==> config.mk <==
export PLATFORM = sky130hd
export DESIGN_NAME = kn_stream_recovery_flat
export DESIGN_NICKNAME = d
export VERILOG_FILES = /design/src/rtl/kn_stream_recovery_if.sv /design/src/rtl/kn_stream_recovery.sv /design/src/flat_wrapper.sv
export SDC_FILE = /design/constraint.sdc
export NUM_CORES = 1
export LEC_CHECK = 0
export CORE_AREA = 2 2 124 126
export CTS_BUF_LIST = sky130_fd_sc_hd__clkbuf_4 sky130_fd_sc_hd__clkbuf_8 sky130_fd_sc_hd__clkbuf_16
export DETAILED_ROUTE_END_ITERATION = 16
export DIE_AREA = 0 0 126 128
export PLACE_DENSITY = 0.83
export SLEW_MARGIN = 25
export SYNTH_ARGS = -nofsm -noshare
export SYNTH_HDL_FRONTEND = slang
export SYNTH_SLANG_ARGS = --single-unit
==> constraint.sdc <==
create_clock -name clk -period 5.6 [get_ports clk]
set_input_delay 0.56 -clock clk [delete_from_list [all_inputs] [get_ports clk]]
set_output_delay 0.56 -clock clk [all_outputs]
set_load 0.05 [all_outputs]
==> src/rtl/kn_stream_recovery_if.sv <==
// Stream and frame-control bundle for kn_stream_recovery.
// The master drives frame control and samples; the slave returns the Kn stream and status.
interface kn_stream_recovery_if #(
  parameter int unsigned WIDTH = 16
);
  logic                    start;
  logic                    in_valid;
  logic signed [WIDTH-1:0] in_data;
  logic                    out_valid;
  logic signed [WIDTH-1:0] out_data;
  logic                    done;
  logic                    busy;
  logic                    sat_flag;

  modport master (
    output start, in_valid, in_data,
    input  out_valid, out_data, done, busy, sat_flag
  );

  modport slave (
    input  start, in_valid, in_data,
    output out_valid, out_data, done, busy, sat_flag
  );
endinterface

==> src/rtl/kn_stream_recovery.sv <==
// Streaming Kn recovery: quantise residuals to multiples of 2^Q_SHIFT, apply ORDER
// cascaded running sums, and emit a saturated, frame-delimited Kn stream.
module kn_stream_recovery #(
  parameter int unsigned WIDTH     = 16,
  parameter int unsigned ACC_W     = 32,
  parameter int unsigned ORDER     = 2,
  parameter int unsigned Q_SHIFT   = 3,
  parameter int unsigned FRAME_LEN = 13
) (
  input logic                clk,
  input logic                reset,
  kn_stream_recovery_if.slave bus
);
  localparam int unsigned CNT_W = (FRAME_LEN > 1) ? $clog2(FRAME_LEN) : 1;
  localparam logic [CNT_W-1:0] LAST_IDX = CNT_W'(FRAME_LEN - 1);
  localparam logic signed [ACC_W-1:0] RND =
    (Q_SHIFT > 0) ? (ACC_W'(1) << (Q_SHIFT - 1)) : '0;
  localparam logic [ACC_W-1:0] Q_MASK = ~((ACC_W'(1) << Q_SHIFT) - ACC_W'(1));
  localparam logic signed [ACC_W-1:0] SAT_MAX = {{(ACC_W-WIDTH+1){1'b0}}, {(WIDTH-1){1'b1}}};
  localparam logic signed [ACC_W-1:0] SAT_MIN = {{(ACC_W-WIDTH+1){1'b1}}, {(WIDTH-1){1'b0}}};

  typedef enum logic [1:0] {IDLE, RUN, DRAIN} state_t;

  state_t                  state, state_next;
  logic [CNT_W-1:0]        cnt;
  logic                    accept_c, last_c;
  logic signed [WIDTH-1:0] x_r;
  logic                    x_v, x_last;
  logic signed [ACC_W-1:0] x_ext_c, q_c;
  logic                    hi_c, lo_c;
  // Stage 0 is the quantised sample; stages 1..ORDER are the integrators.
  logic signed [ACC_W-1:0] s [0:ORDER];
  logic [ORDER:0]          v, lst;

  // A sample is taken while running, or together with the start that opens a frame.
  assign accept_c = bus.in_valid && (bus.start || state == RUN);
  assign last_c   = accept_c && (bus.start ? (FRAME_LEN == 1) : (cnt == LAST_IDX));

  assign x_ext_c = ACC_W'(x_r);
  assign q_c     = (x_ext_c + RND) & Q_MASK;
  assign hi_c    = s[ORDER] > SAT_MAX;
  assign lo_c    = s[ORDER] < SAT_MIN;

  always_comb begin
    state_next = state;
    if (bus.start) begin
      state_next = last_c ? DRAIN : RUN;
    end else begin
      case (state)
        RUN:     if (last_c) state_next = DRAIN;
        DRAIN:   if (bus.done) state_next = IDLE;
        default: ;
      endcase
    end
  end

  always_ff @(posedge clk or posedge reset) begin
    if (reset) begin
      state    <= IDLE;
      bus.busy <= 1'b0;
    end else begin
      state    <= state_next;
      bus.busy <= (state_next != IDLE);
    end
  end

  // Datapath; a start flushes every stage so an aborted frame leaves no trace.
  always_ff @(posedge clk or posedge reset) begin
    if (reset) begin
      cnt          <= '0;
      x_r          <= '0;
      x_v          <= 1'b0;
      x_last       <= 1'b0;
      v            <= '0;
      lst          <= '0;
      for (int k = 0; k <= int'(ORDER); k++) s[k] <= '0;
      bus.out_valid <= 1'b0;
      bus.out_data  <= '0;
      bus.done      <= 1'b0;
      bus.sat_flag  <= 1'b0;
    end else if (bus.start) begin
      cnt    <= accept_c ? CNT_W'(1) : '0;
      if (accept_c) x_r <= bus.in_data;
      x_v    <= accept_c;
      x_last <= last_c;
      v      <= '0;
      lst    <= '0;
      for (int k = 0; k <= int'(ORDER); k++) s[k] <= '0;
      bus.out_valid <= 1'b0;
      bus.done      <= 1'b0;
      bus.sat_flag  <= 1'b0;
    end else begin
      if (accept_c) begin
        cnt <= cnt + CNT_W'(1);
        x_r <= bus.in_data;
      end
      x_v    <= accept_c;
      x_last <= last_c;
      v[0]   <= x_v;
      lst[0] <= x_last;
      if (x_v) s[0] <= q_c;
      for (int k = 1; k <= int'(ORDER); k++) begin
        v[k]   <= v[k-1];
        lst[k] <= lst[k-1];
        if (v[k-1]) s[k] <= s[k] + s[k-1];
      end
      bus.out_valid <= v[ORDER];
      bus.done      <= v[ORDER] && lst[ORDER];
      if (v[ORDER]) begin
        if (hi_c)      bus.out_data <= SAT_MAX[WIDTH-1:0];
        else if (lo_c) bus.out_data <= SAT_MIN[WIDTH-1:0];
        else           bus.out_data <= s[ORDER][WIDTH-1:0];
        if (hi_c || lo_c) bus.sat_flag <= 1'b1;
      end
    end
  end
endmodule

==> src/flat_wrapper.sv <==
// flat-port wrapper written by rule: the top's interface ports become plain ports
module kn_stream_recovery_flat 
#(
  parameter int unsigned WIDTH     = 16,
  parameter int unsigned ACC_W     = 32,
  parameter int unsigned ORDER     = 2,
  parameter int unsigned Q_SHIFT   = 3,
  parameter int unsigned FRAME_LEN = 13
)
  (clk, reset, bus_start, bus_in_valid, bus_in_data, bus_out_valid, bus_out_data, bus_done, bus_busy, bus_sat_flag);
  kn_stream_recovery_if #(.WIDTH(WIDTH)) bus_i ();
  input logic clk;
  input logic reset;
  input wire logic [$bits(bus_i.start)-1:0] bus_start;
  input wire logic [$bits(bus_i.in_valid)-1:0] bus_in_valid;
  input wire logic [$bits(bus_i.in_data)-1:0] bus_in_data;
  output wire logic [$bits(bus_i.out_valid)-1:0] bus_out_valid;
  output wire logic [$bits(bus_i.out_data)-1:0] bus_out_data;
  output wire logic [$bits(bus_i.done)-1:0] bus_done;
  output wire logic [$bits(bus_i.busy)-1:0] bus_busy;
  output wire logic [$bits(bus_i.sat_flag)-1:0] bus_sat_flag;
  assign bus_i.start = bus_start;
  assign bus_i.in_valid = bus_in_valid;
  assign bus_i.in_data = bus_in_data;
  assign bus_out_valid = bus_i.out_valid;
  assign bus_out_data = bus_i.out_data;
  assign bus_done = bus_i.done;
  assign bus_busy = bus_i.busy;
  assign bus_sat_flag = bus_i.sat_flag;
  kn_stream_recovery #(.WIDTH(WIDTH), .ACC_W(ACC_W), .ORDER(ORDER), .Q_SHIFT(Q_SHIFT), .FRAME_LEN(FRAME_LEN)) u_core (.clk(clk), .reset(reset), .bus(bus_i));
endmodule
==> impl_metrics.yaml, run 1 <==
status:
  run_status: "finished clean"
global_routing:
  grt_pass1_vias: 6341
  antenna_found_initial: 0
  gr-total-overflow: 0
  busiest_layer: "met2"
  use_met3: 0.0455
  grt_pass1_wl_um: 29700
  met1_usage: 0.293
  grt_max_degree: 65
  grtUsageTotal: 0.226
  met2_usage: 0.381
finish:
  final_common_cell: "dfrtp_1"
  ff_latch_area_sq_mm: 0.00308
  syn_to_final_growth_pct: 14.9
  diodes: 0
  multi_input_area_sq_mm: 0.00448
  drive_gt1_frac: 0.0612
  nets: 1001
  fin_area_sq_mm: 0.00899
  fin_cells: 1120
  fillCellCount: 1253
  layout_common_cells: "dfrtp_1 (123), nand2_1 (109), nor2_1 (86)"
logic_synthesis:
  syn-num-nets: 980
  synth-simple-area-share: 0.185
  yosysSeqAreaShare: 0.393
  muxShareOfSynthArea: 0.0259
  synth_top_cell_area_share: 0.393
  netlist_instances: 898
  async_reset_ff_frac: 1.00
  ys_types: 59
  syn_area_sq_mm: 0.00783
  synth_compound_area_frac: 0.210
  synthAdderAreaFrac: 0.100
  synth.area.top_cells: "dfrtp_1 (39%), ha_1 (9.8%), nand2_1 (5.2%), o21ai_0 (4.7%), a21oi_1 (4.5%)"
  synth.ff_latch_count: 123
  synthXorXnorAreaFrac: 0.0481
  ys_warn_count: 0
  synth_edf_count: 0
  syn_avg_cell_area_sq_um: 8.72
  synth_top_family_by_area: "compound AO/OA/AOI/OAI gates"
  yosys_most_used_dff: "dfrtp_1"
  synth_area_leader_cell: "dfrtp_1"
placement:
  gp_congestion: 0.911
  placed_cells: 1088
  port_buffers: 37
  dp_hpwl_um: 11900
  placed_area_sq_mm: 0.00835
setup_path:
  cp.required_ps: 5940
  rr_endpoint: "u_core.s[63]"
  crit_fanout: 4
  reg2reg_from: "u_core.s[35]"
  arrival_ps: 3410
  end_kind: "register"
  cp-start-kind: "register"
  critPathKind: "reg2reg"
  reg2reg_depth: 11
  reg2reg_slack_ps: 2530
routing:
  drc: 0
  post_drt_wl_per_cell_um: 15.5
  routed_wl_um: 17400
  vias_per_cell: 5.90
  antenna_left: 0
  dr.pass1.iters: 5
  vias: 6611
  drt_iter0_markers: 609
sta:
  min_period_ps: 3070
  rsz0062_at_grt: "no"
  fmax_ghz: 0.326
  tns_ps: 0
  finalSetupViolations: 0
  skew_ps: 8.38
  fin_hold_ws_ps: 467
  max_slew_margin: 0.444
  finalHoldViolCount: 0
  maxSlewViolCount: 0
  tightest_slew_ps: 834
  min_period_over_period: 0.548
worst_hold_path:
  hold_start: "u_core.lst[1]"
  hold_class: "reg2reg"
  holdPathEnd: "u_core.lst[2]"
  hold_path_depth: 1
die:
  dieArea_sq_mm: 0.0161
  die_y_um: 128
  core_area_sq_mm: 0.0149
  io_pins: 40
  fp.dieW_um: 126
  initial_core_util: 0.527
  rows: 45
clock_tree:
  clock_sinks: 123
  h-tree-depth: 4
  post_cts_buffers: 0
  cts_hold_buffers: 0
  ctsResizeCount: 0
  clock_latency_ps: 430
  cts_tree: "built"
  clk_pin_slew_ps: 60
  root_buffer: "clkbuf_16"
  clock_path_buffers: 2
  cts_buffers: 17
power_and_ir_drop:
  irDropWorstVdd_mv: 0.233
  p_total_mw: 2.64
  leakagePower_nw: 4.23
  power_density_mw_per_mm2: 293
flow_run:
  cap_violations: 0
[layout make-up]
cell class / count / share of cell area
Multi-Input combinational cell: 697 / 0.499
Sequential cell: 123 / 0.342
Clock buffer: 17 / 0.0473
Timing Repair Buffer: 45 / 0.0473
Tap cell: 188 / 0.0262
Clock inverter: 15 / 0.0234
Inverter: 35 / 0.0149
[synth_stat cells, drive strengths merged (19+ instances only)]
cell	number
o21ai	76
nand2	109
nor2	86
ha	61
clkbuf	37
dfrtp	123
xor2	24
inv	34
nand3	22
a211oi	21
a21oi	71
a21o	21
xnor2	19
[how the worst max path moves through the flow]
stage / endpoint / from / depth (start not counted)
detailed placement: u_core.s[63] / u_core.s[35] / 11
global route: u_core.s[63] / u_core.s[35] / 11
finish: u_core.s[63] / u_core.s[35] / 11
CTS: u_core.s[63] / u_core.s[35] / 11
floorplan: u_core.bus.busy / reset / 1
global placement: u_core.s[63] / u_core.s[35] / 11
[cell families (layout without fill, tap and decap cells)]
family / Yosys count / count (layout)
compound gates: 258 / 258
xor+xnor: 43 / 43
fa+ha+maj: 62 / 62
buf+inv: 78 / 112
flops: 123 / 123
mux: 20 / 20
simple gates: 314 / 314
[per-stage QoR]
stage / worst slack, ps / util
4_1_cts: 2560 / 0.604
2_1_floorplan: 1770 / -
3_3_place_gp: 2640 / 0.561
5_1_grt: 2360 / 0.605
6_report: 2530 / 0.605
3_5_place_dp: 2590 / 0.562
[worst max-delay path, stage by stage (launching register included)]
cell       delay, ps
dfrtp_1          410
ha_1             210
inv_1             60
fa_1             390
nand2b_1         180
a21oi_1          240
o2111ai_1        200
a21boi_1         330
o2111ai_1        230
a211o_1          360
a31o_2           230
a21oi_1          130
[registers in the layout (all words and copies together) (netlist names)]
signal	count
u_core.x_v	1
u_core.x_r	14
u_core.lst	3
u_core.s	75
u_core.bus.out_valid	1
u_core.v	3
u_core.bus.sat_flag	1
u_core.bus.done	1
u_core.state	2
u_core.bus.busy	1
u_core.x_last	1
u_core.cnt	4
u_core.bus.out_data	16
[per-layer routing]
metal  share of wire  vias to the layer above
met5               0                        -
li1                -                     3290
met4           0.017                        0
met1            0.46                     3122
met3           0.046                       25
met2            0.48                      174
[power by group]
part | total [mW] | internal (mW) | switching [mW] | leakage [nW]
Sequential | 1.01 | 0.951 | 0.0603 | 1.65
Combinational | 0.437 | 0.157 | 0.280 | 2.27
Clock | 1.19 | 0.753 | 0.434 | 0.311
Total | 2.64 | 1.86 | 0.774 | 4.23
Power figures use the tool's default switching activity.
==> run 2: changes to the inputs <==
--- a/config.mk
+++ b/config.mk
@@ -9,7 +9,7 @@
 export CTS_BUF_LIST = sky130_fd_sc_hd__clkbuf_4 sky130_fd_sc_hd__clkbuf_8 sky130_fd_sc_hd__clkbuf_16
 export DETAILED_ROUTE_END_ITERATION = 16
 export DIE_AREA = 0 0 126 128
-export PLACE_DENSITY = 0.83
+export PLACE_DENSITY = 0.86
 export SLEW_MARGIN = 25
 export SYNTH_ARGS = -nofsm -noshare
 export SYNTH_HDL_FRONTEND = slang
==> constraint.sdc (replaced) <==
create_clock -name clk -period 2.7 [get_ports clk]
set_input_delay 0.27 -clock clk [delete_from_list [all_inputs] [get_ports clk]]
set_output_delay 0.27 -clock clk [all_outputs]
set_load 0.05 [all_outputs]
==> impl_metrics.yaml, run 2 (synthesis gave the netlist of run 1 again) <==
clock_tree:
  cts_tree: "built"
  h-tree-depth: 4
  root_buffer: "clkbuf_16"
  clock_path_buffers: 2
  cts_hold_buffers: 0
  clock_sinks: 123
  clk_pin_slew_ps: 60
  clock_latency_ps: 430
  cts_buffers: 17
finish:
  nets: 1034
  layout_common_cells: "dfrtp_1 (119), nand2_1 (109), nor2_1 (86)"
  fillCellCount: 1150
  reg_top3: "u_core.s: 75 flops, u_core.bus.out_data: 16 flops, u_core.x_r: 14 flops"
  fin_cells: 1153
  largest_reg_flops: 75
  final_common_cell: "dfrtp_1"
  fin_area_sq_mm: 0.00948
  syn_to_final_growth_pct: 21.1
  drive_gt1_frac: 0.133
  ff_latch_area_sq_mm: 0.00308
  largest_register: "u_core.s"
  multi_input_area_sq_mm: 0.00473
  diodes: 0
power_and_ir_drop:
  p_switching_mw: 1.61
  irDropWorstVdd_mv: 0.471
  power_density_mw_per_mm2: 573
  p_int_mw: 3.82
  p_comb_frac: 0.182
  switching_share: 0.296
  seqPwrFrac: 0.387
  p_clk_frac: 0.430
  leakagePower_nw: 4.39
  p_total_mw: 5.43
routing:
  post_drt_wl_per_cell_um: 16.4
  antenna_left: 0
  dr.pass1.iters: 7
  vias: 7034
  wl_met2_um: 9260
  drt_iter0_markers: 649
  top_layer_used: "met4"
  wl_met3_um: 1250
  drc: 0
  vias_per_cell: 6.10
  wl_met1_um: 8000
  routed_wl_um: 18900
global_routing:
  grt_pass1_wl_um: 30700
  grt_pass1_vias: 6556
  grtUsageTotal: 0.235
  gr-total-overflow: 0
  antenna_found_initial: 0
  grt_max_degree: 106
placement:
  port_buffers: 37
  gp_congestion: 0.908
  dp_hpwl_um: 12400
  placed_cells: 1119
  placed_area_sq_mm: 0.00858
setup_path:
  slowest_delay_ps: 440
  reg2reg_slack_ps: 90
  crit_family: "compound AO/OA/AOI/OAI gates"
  crit_fanout: 5
  end_kind: "register"
  reg2reg_from: "u_core.s[37]"
  arrival_ps: 2940
  cp.required_ps: 3020
  cp.buffers_inverters: 0
  slowest_stage: "dfrtp_1"
  rr_endpoint: "u_core.s[56]"
  crit_chain: "ha_4, o21ai_2, o21a_1, or2_4, o211a_4, o31ai_4, a31oi_1, and4_1, a311o_1"
  reg2reg_depth: 9
  cp-start-kind: "register"
  critPathKind: "reg2reg"
die:
  dieArea_sq_mm: 0.0161
  initial_core_util: 0.527
  die_y_um: 128
  core_area_sq_mm: 0.0149
  rows: 45
  io_pins: 40
  fp.dieW_um: 126
worst_hold_path:
  hold_class: "in2reg"
  hold_start: "bus_start"
  hold_path_depth: 3
  holdPathEnd: "u_core.state[0]"
sta:
  tightest_slew_ps: 806
  finalSetupViolations: 0
  min_period_ps: 2610
  finalHoldViolCount: 0
  min_period_over_period: 0.968
  max_slew_margin: 0.462
  maxSlewViolCount: 0
  skew_ps: 8.47
  fin_hold_ws_ps: 205
  fmax_ghz: 0.382
status:
  run_status: "finished clean"
flow_run:
  cap_violations: 0
-- run 2: final cells by class --
type / count / share of cell area
Clock inverter: 14 / 0.0178
Sequential cell: 123 / 0.325
Multi-Input combinational cell: 697 / 0.499
Timing Repair Buffer: 78 / 0.0723
Inverter: 35 / 0.0143
Tap cell: 188 / 0.0248
Clock buffer: 18 / 0.0463
-- run 2: power groups by stage --
stage / Sequential, mW / Clock, mW / Combinational (mW)
5_1_grt: 2.12 / 2.46 / 1.08
3_5_place_dp: 2.12 / 0 / 0.936
4_1_cts: 2.09 / 2.36 / 0.945
3_3_place_gp: 2.11 / 0 / 0.912
6_report: 2.10 / 2.34 / 0.990
2_1_floorplan: 2.27 / 0 / 0.485
-- run 2: layer usage --
metal	GRT usage	vias to the layer above
li1	-	3355
met1	0.292	3364
met2	0.405	268
met3	0.0518	47
met4	0.0802	0
met5	0	-
-- run 2: tightest hold or removal path: cells and delay by family --
| family | cells | cell delay, ps |
|---|---|---|
| buffers and inverters | 2 | 250 |
| AND/OR/NAND/NOR | 1 | 70 |
-- run 2: timing repair --
item / CTS / global route
pin swaps: 2 / 18
setup endpoints to repair: 9 / 18
buffers inserted: 0 / 2
resized for setup: 4 / 48
-- run 2: how the worst max path moves through the flow --
stage                     slack [ps]         start           end  cells past startpoint
after CTS                       -0.5  u_core.s[67]  u_core.s[63]                     12
final                             90  u_core.s[37]  u_core.s[56]                      9
after detailed placement         -70  u_core.s[67]  u_core.s[63]                     12
after global placement           -10  u_core.s[35]  u_core.s[63]                     12
after floorplan                   50  u_core.s[35]  u_core.s[63]                     11
after global routing             -20  u_core.s[35]  u_core.s[59]                     12
-- run 2: through the flow --
step | setup TNS (ps) | util | setup WS [ps]
after floorplan | 0 | - | 52.5
after global placement | -15.2 | 0.577 | -10.1
after detailed placement | -199 | 0.577 | -70.9
after CTS | -0.536 | 0.619 | -0.536
after global routing | -93.2 | 0.638 | -23.8
final | 0 | 0.638 | 85.1
==> run 3: changes to the inputs <==
--- a/config.mk
+++ b/config.mk
@@ -7,6 +7,7 @@
 export LEC_CHECK = 0
 export CORE_AREA = 2 2 124 126
 export CTS_BUF_LIST = sky130_fd_sc_hd__clkbuf_4 sky130_fd_sc_hd__clkbuf_8 sky130_fd_sc_hd__clkbuf_16
+export CTS_CLUSTER_SIZE = 10
 export DETAILED_ROUTE_END_ITERATION = 16
 export DIE_AREA = 0 0 126 128
 export PLACE_DENSITY = 0.86
==> results of run 3 <==
Same layout as run 2: the final DEF is identical, and so are final timing and power.
